## config.mk

```make
export PLATFORM = sky130hd
export DESIGN_NAME = imem_fetch_ctrl
export DESIGN_NICKNAME = d
export VERILOG_FILES = /design/src/rtl/imem_fetch_ctrl.sv
export SDC_FILE = /design/constraint.sdc
export NUM_CORES = 1
export LEC_CHECK = 0
export ABC_AREA = 1
export CAP_MARGIN = 20
export CORE_MARGIN = 8
export CORE_UTILIZATION = 50
export CTS_CLUSTER_DIAMETER = 200
export CTS_CLUSTER_SIZE = 20
export DETAILED_ROUTE_END_ITERATION = 12
export PLACE_DENSITY = 0.78
export SLEW_MARGIN = 20
export SYNTH_ARGS = -nofsm -noshare
export SYNTH_HDL_FRONTEND = slang
export SYNTH_SLANG_ARGS = --single-unit
```

## constraint.sdc

```tcl
create_clock -name clk -period 5.4 [get_ports clk]
set_input_delay 1.35 -clock clk [delete_from_list [all_inputs] [get_ports clk]]
set_output_delay 1.35 -clock clk [all_outputs]
set_load 0.05 [all_outputs]
```

## src/rtl/imem_fetch_ctrl.sv

```systemverilog
// ---------------------------------------------------------------------------
// imem_fetch_ctrl
//
// Instruction-fetch sequencer for a small asynchronous-read instruction
// memory. It owns the fetch PC and drives the word address to the imem. Each
// returned word is captured, together with its PC, into a small FIFO. Decode
// drains that FIFO over a valid/ready handshake. A redirect loads a new fetch
// PC and flushes the FIFO.
//
// Ports
//   clk               rising-edge clock
//   reset_n           asynchronous, active-low reset (release is synchronous
//                     to the driving logic)
//   imem_addr         word address to imem, taken from fetch_pc[ADDR_W+1:2]
//   imem_rdata        combinational read data returned by imem
//   redirect_valid    load redirect_pc into the fetch PC and flush the queue
//   redirect_pc       byte target PC; the low two bits are dropped
//   out_valid         queue head is valid
//   out_ready         decode accepts the head this cycle
//   out_instr         head instruction, 0 when the queue is empty
//   out_pc            byte PC of the head instruction, 0 when the queue is empty
//   q_count           number of occupied queue entries
//   redirect_misalign 1-cycle pulse after a redirect whose pc[1:0] != 0
// ---------------------------------------------------------------------------
module imem_fetch_ctrl #(
  parameter int          ADDR_W   = 6,
  parameter int          DATA_W   = 32,
  parameter int          QDEPTH   = 2,
  parameter logic [31:0] RESET_PC = 32'h0000_0000
) (
  input  logic                         clk,
  input  logic                         reset_n,
  output logic [ADDR_W-1:0]            imem_addr,
  input  logic [DATA_W-1:0]            imem_rdata,
  input  logic                         redirect_valid,
  input  logic [31:0]                  redirect_pc,
  output logic                         out_valid,
  input  logic                         out_ready,
  output logic [DATA_W-1:0]            out_instr,
  output logic [31:0]                  out_pc,
  output logic [$clog2(QDEPTH+1)-1:0]  q_count,
  output logic                         redirect_misalign
);

  localparam int PTR_W = (QDEPTH > 1) ? $clog2(QDEPTH) : 1;
  localparam int CNT_W = $clog2(QDEPTH + 1);

  // Architectural state
  logic [31:0]      fetch_pc_reg, fetch_pc_next;
  logic [PTR_W-1:0] rd_ptr_reg, rd_ptr_next;
  logic [PTR_W-1:0] wr_ptr_reg, wr_ptr_next;
  logic [CNT_W-1:0] count_reg, count_next;
  logic             misalign_reg, misalign_next;

  // Queue storage: PC and instruction per entry, no reset needed because
  // the head is masked by out_valid.
  logic [31:0]       pc_mem    [QDEPTH];
  logic [DATA_W-1:0] instr_mem [QDEPTH];

  logic full;
  logic pop;
  logic push;

  assign full = (count_reg == CNT_W'(QDEPTH));
  assign pop  = out_valid & out_ready;
  // The imem never stalls, so a word is captured whenever there is room,
  // including a full queue whose head leaves in the same cycle.
  assign push = ~redirect_valid & (~full | pop);

  // Next-state logic
  always_comb begin
    fetch_pc_next = fetch_pc_reg;
    rd_ptr_next   = rd_ptr_reg;
    wr_ptr_next   = wr_ptr_reg;
    count_next    = count_reg;
    misalign_next = 1'b0;

    if (redirect_valid) begin
      // A same-cycle handshake is still taken by decode; the flush simply
      // discards whatever remains.
      fetch_pc_next = {redirect_pc[31:2], 2'b00};
      rd_ptr_next   = '0;
      wr_ptr_next   = '0;
      count_next    = '0;
      misalign_next = |redirect_pc[1:0];
    end else begin
      if (push) begin
        fetch_pc_next = fetch_pc_reg + 32'd4;
        wr_ptr_next   = wr_ptr_reg + PTR_W'(1);
      end
      if (pop) begin
        rd_ptr_next = rd_ptr_reg + PTR_W'(1);
      end
      count_next = count_reg + CNT_W'(push) - CNT_W'(pop);
    end
  end

  // State register
  always_ff @(posedge clk or negedge reset_n) begin
    if (!reset_n) begin
      fetch_pc_reg <= RESET_PC;
      rd_ptr_reg   <= '0;
      wr_ptr_reg   <= '0;
      count_reg    <= '0;
      misalign_reg <= 1'b0;
    end else begin
      fetch_pc_reg <= fetch_pc_next;
      rd_ptr_reg   <= rd_ptr_next;
      wr_ptr_reg   <= wr_ptr_next;
      count_reg    <= count_next;
      misalign_reg <= misalign_next;
    end
  end

  // Per-entry write ports
  generate
    for (genvar gi = 0; gi < QDEPTH; gi++) begin : g_entry
      always_ff @(posedge clk) begin
        if (push && (wr_ptr_reg == PTR_W'(gi))) begin
          pc_mem[gi]    <= fetch_pc_reg;
          instr_mem[gi] <= imem_rdata;
        end
      end
    end
  endgenerate

  // Outputs
  assign imem_addr         = fetch_pc_reg[ADDR_W+1:2];
  assign out_valid         = (count_reg != '0);
  assign out_pc            = out_valid ? pc_mem[rd_ptr_reg] : 32'd0;
  assign out_instr         = out_valid ? instr_mem[rd_ptr_reg] : '0;
  assign q_count           = count_reg;
  assign redirect_misalign = misalign_reg;

endmodule

```

### After elaboration in Yosys (flattened, before gate mapping)

Memories as Yosys holds them, arrays and structs flattened.
Cells that the tools add are included.

* add/subtract/negate cells: 5
* equality and inequality tests: 1
* multiplexer cells: 20
* bitwise logic cells: 6
* reduce and logical (&&, ||, !) cells: 8

Operators with widths (number)
* $mux 32: 6
* $reduce_or 32->1: 2
* $add 32x3->32 const B: 1
* $mux 1: 13
* $reduce_bool 2->1: 3
* $not 1->1: 3
* $add 1x1->1 const B: 2
* $add 2x1->2: 1
* $and 1x1->1: 2
* $eq 2x2->1 const B: 1
* $logic_and 1x1->1: 2
* $mux 2: 1
* $reduce_or 2->1: 1
* $sub 2x1->2: 1
* $or 1x1->1: 1

* flip-flop bits (word level): 37
* RAM bits: 128
* input bits: 68
* output and inout bits: 74
* word-level logic and storage cells: 47
* memories: 2

Memory list
* instr_mem: words 2, bits a word 32, rd ports 1, clocked after Yosys merged registers in 0, wr ports 1, line 58 `logic [DATA_W-1:0] instr_mem [QDEPTH];`
* pc_mem: words 2, bits a word 32, rd ports 1, clocked after Yosys merged registers in 0, wr ports 1, line 57 `logic [31:0] pc_mem [QDEPTH];`

### Depth between registers and ports, before layout

* depth in word-level cells: 9
* mapped depth: 10
* gate-level depth less buffers: 10

### Worst setup path before layout

OpenSTA, ideal clock, no wires.

* path kind: input to register
* start: input redirect_valid
* end: memory instr_mem[1][0], enable pin
* library setup time: 0.482 ns
* arrival: 4.460 ns
* setup slack: 0.458 ns
* cell stages on the path: 5
* buffers on the path: 2
* cell sequence: clkbuf_1 inv_2 nand2_2 buf_4 nor2_1

* word-level cells in the longest chain between the ends: 7

Ends and longest elaborated chain
* from (decl): line 35 `input logic redirect_valid,`
* $not 1->1 *: line 68 `assign push = ~redirect_valid & (~full | pop);`
* $and 1x1->1 *: line 68
* $logic_and 1x1->1: line 119 `if (push && (wr_ptr_reg == PTR_W'(gi))) begin`
* $mux 1: line 119
* $mux 1 (implied by the code): line 121 `instr_mem[gi] <= imem_rdata;`
* $reduce_or 32->1 (no line)
* $mux 1 (no line)
* to (decl): line 58

Mark *: on every way between the ends. The rest lies on a longest branch, timed or not.

### Worst setup path in the final report

* start: register count_reg[1] (netlist: q_count[1])
* end: output out_pc[27]

* word-level cells in the longest chain between the ends: 2

Ends and longest elaborated chain
* from (decl): line 52 `logic [CNT_W-1:0] count_reg, count_next;`
* from (signal assigned): line 110 `count_reg <= count_next;`
* $reduce_bool 2->1: line 129 `assign out_valid = (count_reg != '0);`
* $mux 32: line 130 `assign out_pc = out_valid ? pc_mem[rd_ptr_reg] : 32'd0;`
* to (decl): line 40 `output logic [31:0] out_pc,`

No other way between the ends.

==> impl_metrics.csv <==
group,metric,value,unit
timing,min_period_over_period,0.7948,
layout,nNetsFinal,918,
global_routing,antenna_found_initial,0,
routing,vias,5540,
clock_network,clk_latency,0.43,ns
place,port_buffers,139,
timing,setup_slack,1.108,ns
global_routing,grt_pass1_vias,5490,
global_routing,top_usage_layer,"met2",
global_routing,grt_pass1_wl,27770,um
die,die_area,18380,um^2
setup_path,crit_cells,4,
timing,relSlewSlack,0.3154,
timing,timing_hold_violations_final,0,
layout,final_common_cell,"nand2_1",
setup_path,crit_slowest_cell,"nor2_4",
routing,routed_wirelength,17670,um
place,dp_slack,1.550,ns
clock_network,cts_tree,"done",
layout,seqCellArea,4601,um^2
timing,slew_violations,0,
die,initial_core_util,0.5130,
synth,syn_avg_cell_area,9.969,um^2
layout,layout_common_cells,"250 x nand2_1, 139 x clkdlybuf4s50_1, 124 x edfxtp_1",
synth,yosys.area_share.simple,0.2237,
synth,synth_seq_area_share,0.6434,
synth,yosys.area_share.adder,0.005251,
setup_path,crit_chain,"nor2_4 -> buf_4 -> a21oi_1 -> clkdlybuf4s50_1",
job,maxCapViolations,0,
timing,rsz0062_at_grt,"false",
synth,synth_compound_area_frac,0.07247,
setup_path,crit_end,"out_pc[27]",
clock_network,cts_setup_buffers,0,
layout,multi_input_area,2220,um^2
global_routing,gr-usage-all-layers,0.1925,
clock_network,cts-root-buf,"clkbuf_16",
setup_path,endpoint_kind,"primary output",
layout,largest_reg_flops,64,
timing,worst_pin_slew,1.025,ns
global_routing,met2_usage,0.3192,
worst_hold_path,min_path_type,"reg2reg",
setup_path,slowest_delay,0.80,ns
synth,syn_area,7148,um^2
clock_network,cts_buffers,17,
run_status,status,"completed",
synth,synthXorXnorAreaFrac,0.004901,
global_routing,gr-total-overflow,0,
clock_network,cts_resized,0,
global_routing,use_met1,0.2326,
setup_path,worst_r2r_path_depth,7,
pwr,power_density,524.2,nW/um^2
timing,fin_setup_tns,0,ns
setup_path,startpoint,"q_count[1]",
pwr,p_leak,3.552,nW
synth,synth.area.mux_share,0,
synth,yosys_register_bits,159,
layout,antennaDiodeCount,0,
synth,synth_top_family_by_area,"simple AND/OR/NAND/NOR gates",
die,core,13930,um^2
setup_path,critPathBufInv,2,
synth,ys_warn_count,0,
setup_path,start_kind,"register",
setup_path,arrival,2.94,ns
clock_network,cts_sinks,159,
global_routing,use_met3,0.05601,
timing,setup_violations,0,
setup_path,crit_required,4.05,ns
setup_path,r2r_setup_slack,3.07,ns
layout,num-fill-cells,1026,
clock_network,h-tree-depth,4,
routing,drtIter0Drc,481,
setup_path,path_delay_family,"buffers and inverters",
routing,viasPerCell,5.327,
clock_network,clock_path_buffers,2,
layout,areaGrowthSynthToFinish,29.41,%
die,die_w,135.6,um
layout,drive_above_1_share,0.08023,
die,top_level_ports,142,
setup_path,crit_type,"reg2out",
synth,synth_edf_count,124,
synth,yosys.cell_types.count,32,
die,die_y,135.6,um
routing,drt_drc_violations_left,0,
routing,first_pass_iters,5,
synth,synth-async-reset-ratio,0.2201,
layout,utilization,0.6638,
clock_network,clk_pin_slew,0.06,ns
routing,ant_nets,0,
timing,finalCriticalPeriod,4.292,ns
timing,fin_skew,0.01010,ns
pwr,ir_drop,0.2386,mV
timing,fmax,233.0,MHz
die,rows,43,
setup_path,crit_fanout,41,
setup_path,r2r_end,"q_count[1]",
place,gp_congestion,0.8952,
place,hpwl,11830,um
routing,routedWlPerCell,16.99,um
global_routing,grt_max_degree,65,
clock_network,hold_buffers,0,
synth,syn_inst,717,
setup_path,reg2reg_from,"q_count[1]",
synth,synth_ff_type,"edfxtp_1",
==> worst register-to-register path, delay by kind of cell, from the launching register on <==
kind,cells,cell delay [ns]
and+or+nand+nor,3,1.04
adders and majority gates,2,0.52
DFF,1,0.44
xor gates and xnor gates,1,0.16
buffers and inverters,1,0.04
==> per-stage QoR <==
stage	std cells	cell area, um^2	hold slack, ns	power, mW
after detailed placement	1008	8682	0.5365	3.728
after global placement	1008	8682	0.5103	3.690
after floorplan	718	7152	0.4841	3.023
after global routing	1040	9250	0.5757	5.039
after CTS	1040	9250	0.5524	4.876
final	1040	9250	0.5494	4.849
==> cell type report <==
class / instances / area share
Inverter: 44 / 0.01813
Multi-Input combinational cell: 479 / 0.2400
Clock inverter: 15 / 0.01542
Sequential cell: 159 / 0.4974
Tap cell: 180 / 0.02435
Timing Repair Buffer: 146 / 0.1588
Clock buffer: 17 / 0.04599
==> where the power goes <==
group,leakage [nW],switching (mW),internal (mW),total [mW]
clock,0.271,0.474,0.675,1.15
combinational,1.70,1.46,0.602,2.06
sequential,1.58,0.114,1.52,1.64
total,3.55,2.05,2.80,4.85
==> layer usage <==
metal	vias to the layer above	wire length (um)
met5	-	0
met4	0	337
met1	2630	7361
met3	27	1329
met2	231	8638
li1	2652	-
==> kinds of logic after synthesis <==
family / count (synthesis)
buffers and inverters: 80
XOR/XNOR: 4
other: 1
AO/OA/AOI/OAI: 94
flip-flops: 159
adder cells (fa/ha/maj): 3
AND/OR/NAND/NOR: 376
==> synth_stat cells, types with 4 or more instances <==
cell type  number  share of area
o211ai_1       12          0.013
buf_4          11          0.012
a21oi_1        68          0.048
dfrtp_1        35           0.12
edfxtp_1      124           0.52
nor2_1         59          0.031
nand3_1        38          0.027
nor2_4          8          0.013
nand4_1         4         0.0035
nor2_2          6         0.0053
nand2_2         7         0.0061
nand2_1       250           0.13
inv_2           4         0.0021
o21ai_1         4         0.0028
buf_2           9         0.0063
inv_1          38          0.020
clkbuf_1       13         0.0068
==> worst min-delay path by stage <==
stage | cells after the start | from | end
after floorplan | 0 | fetch_pc_reg[18] | pc_mem[0][18]
after global placement | 0 | fetch_pc_reg[31] | pc_mem[0][31]
after detailed placement | 0 | fetch_pc_reg[31] | pc_mem[1][31]
after CTS | 0 | fetch_pc_reg[31] | pc_mem[0][31]
after global routing | 0 | fetch_pc_reg[13] | pc_mem[1][13]
final | 0 | fetch_pc_reg[31] | pc_mem[1][31]
Note: power is estimated with default switching activity, not from simulation.
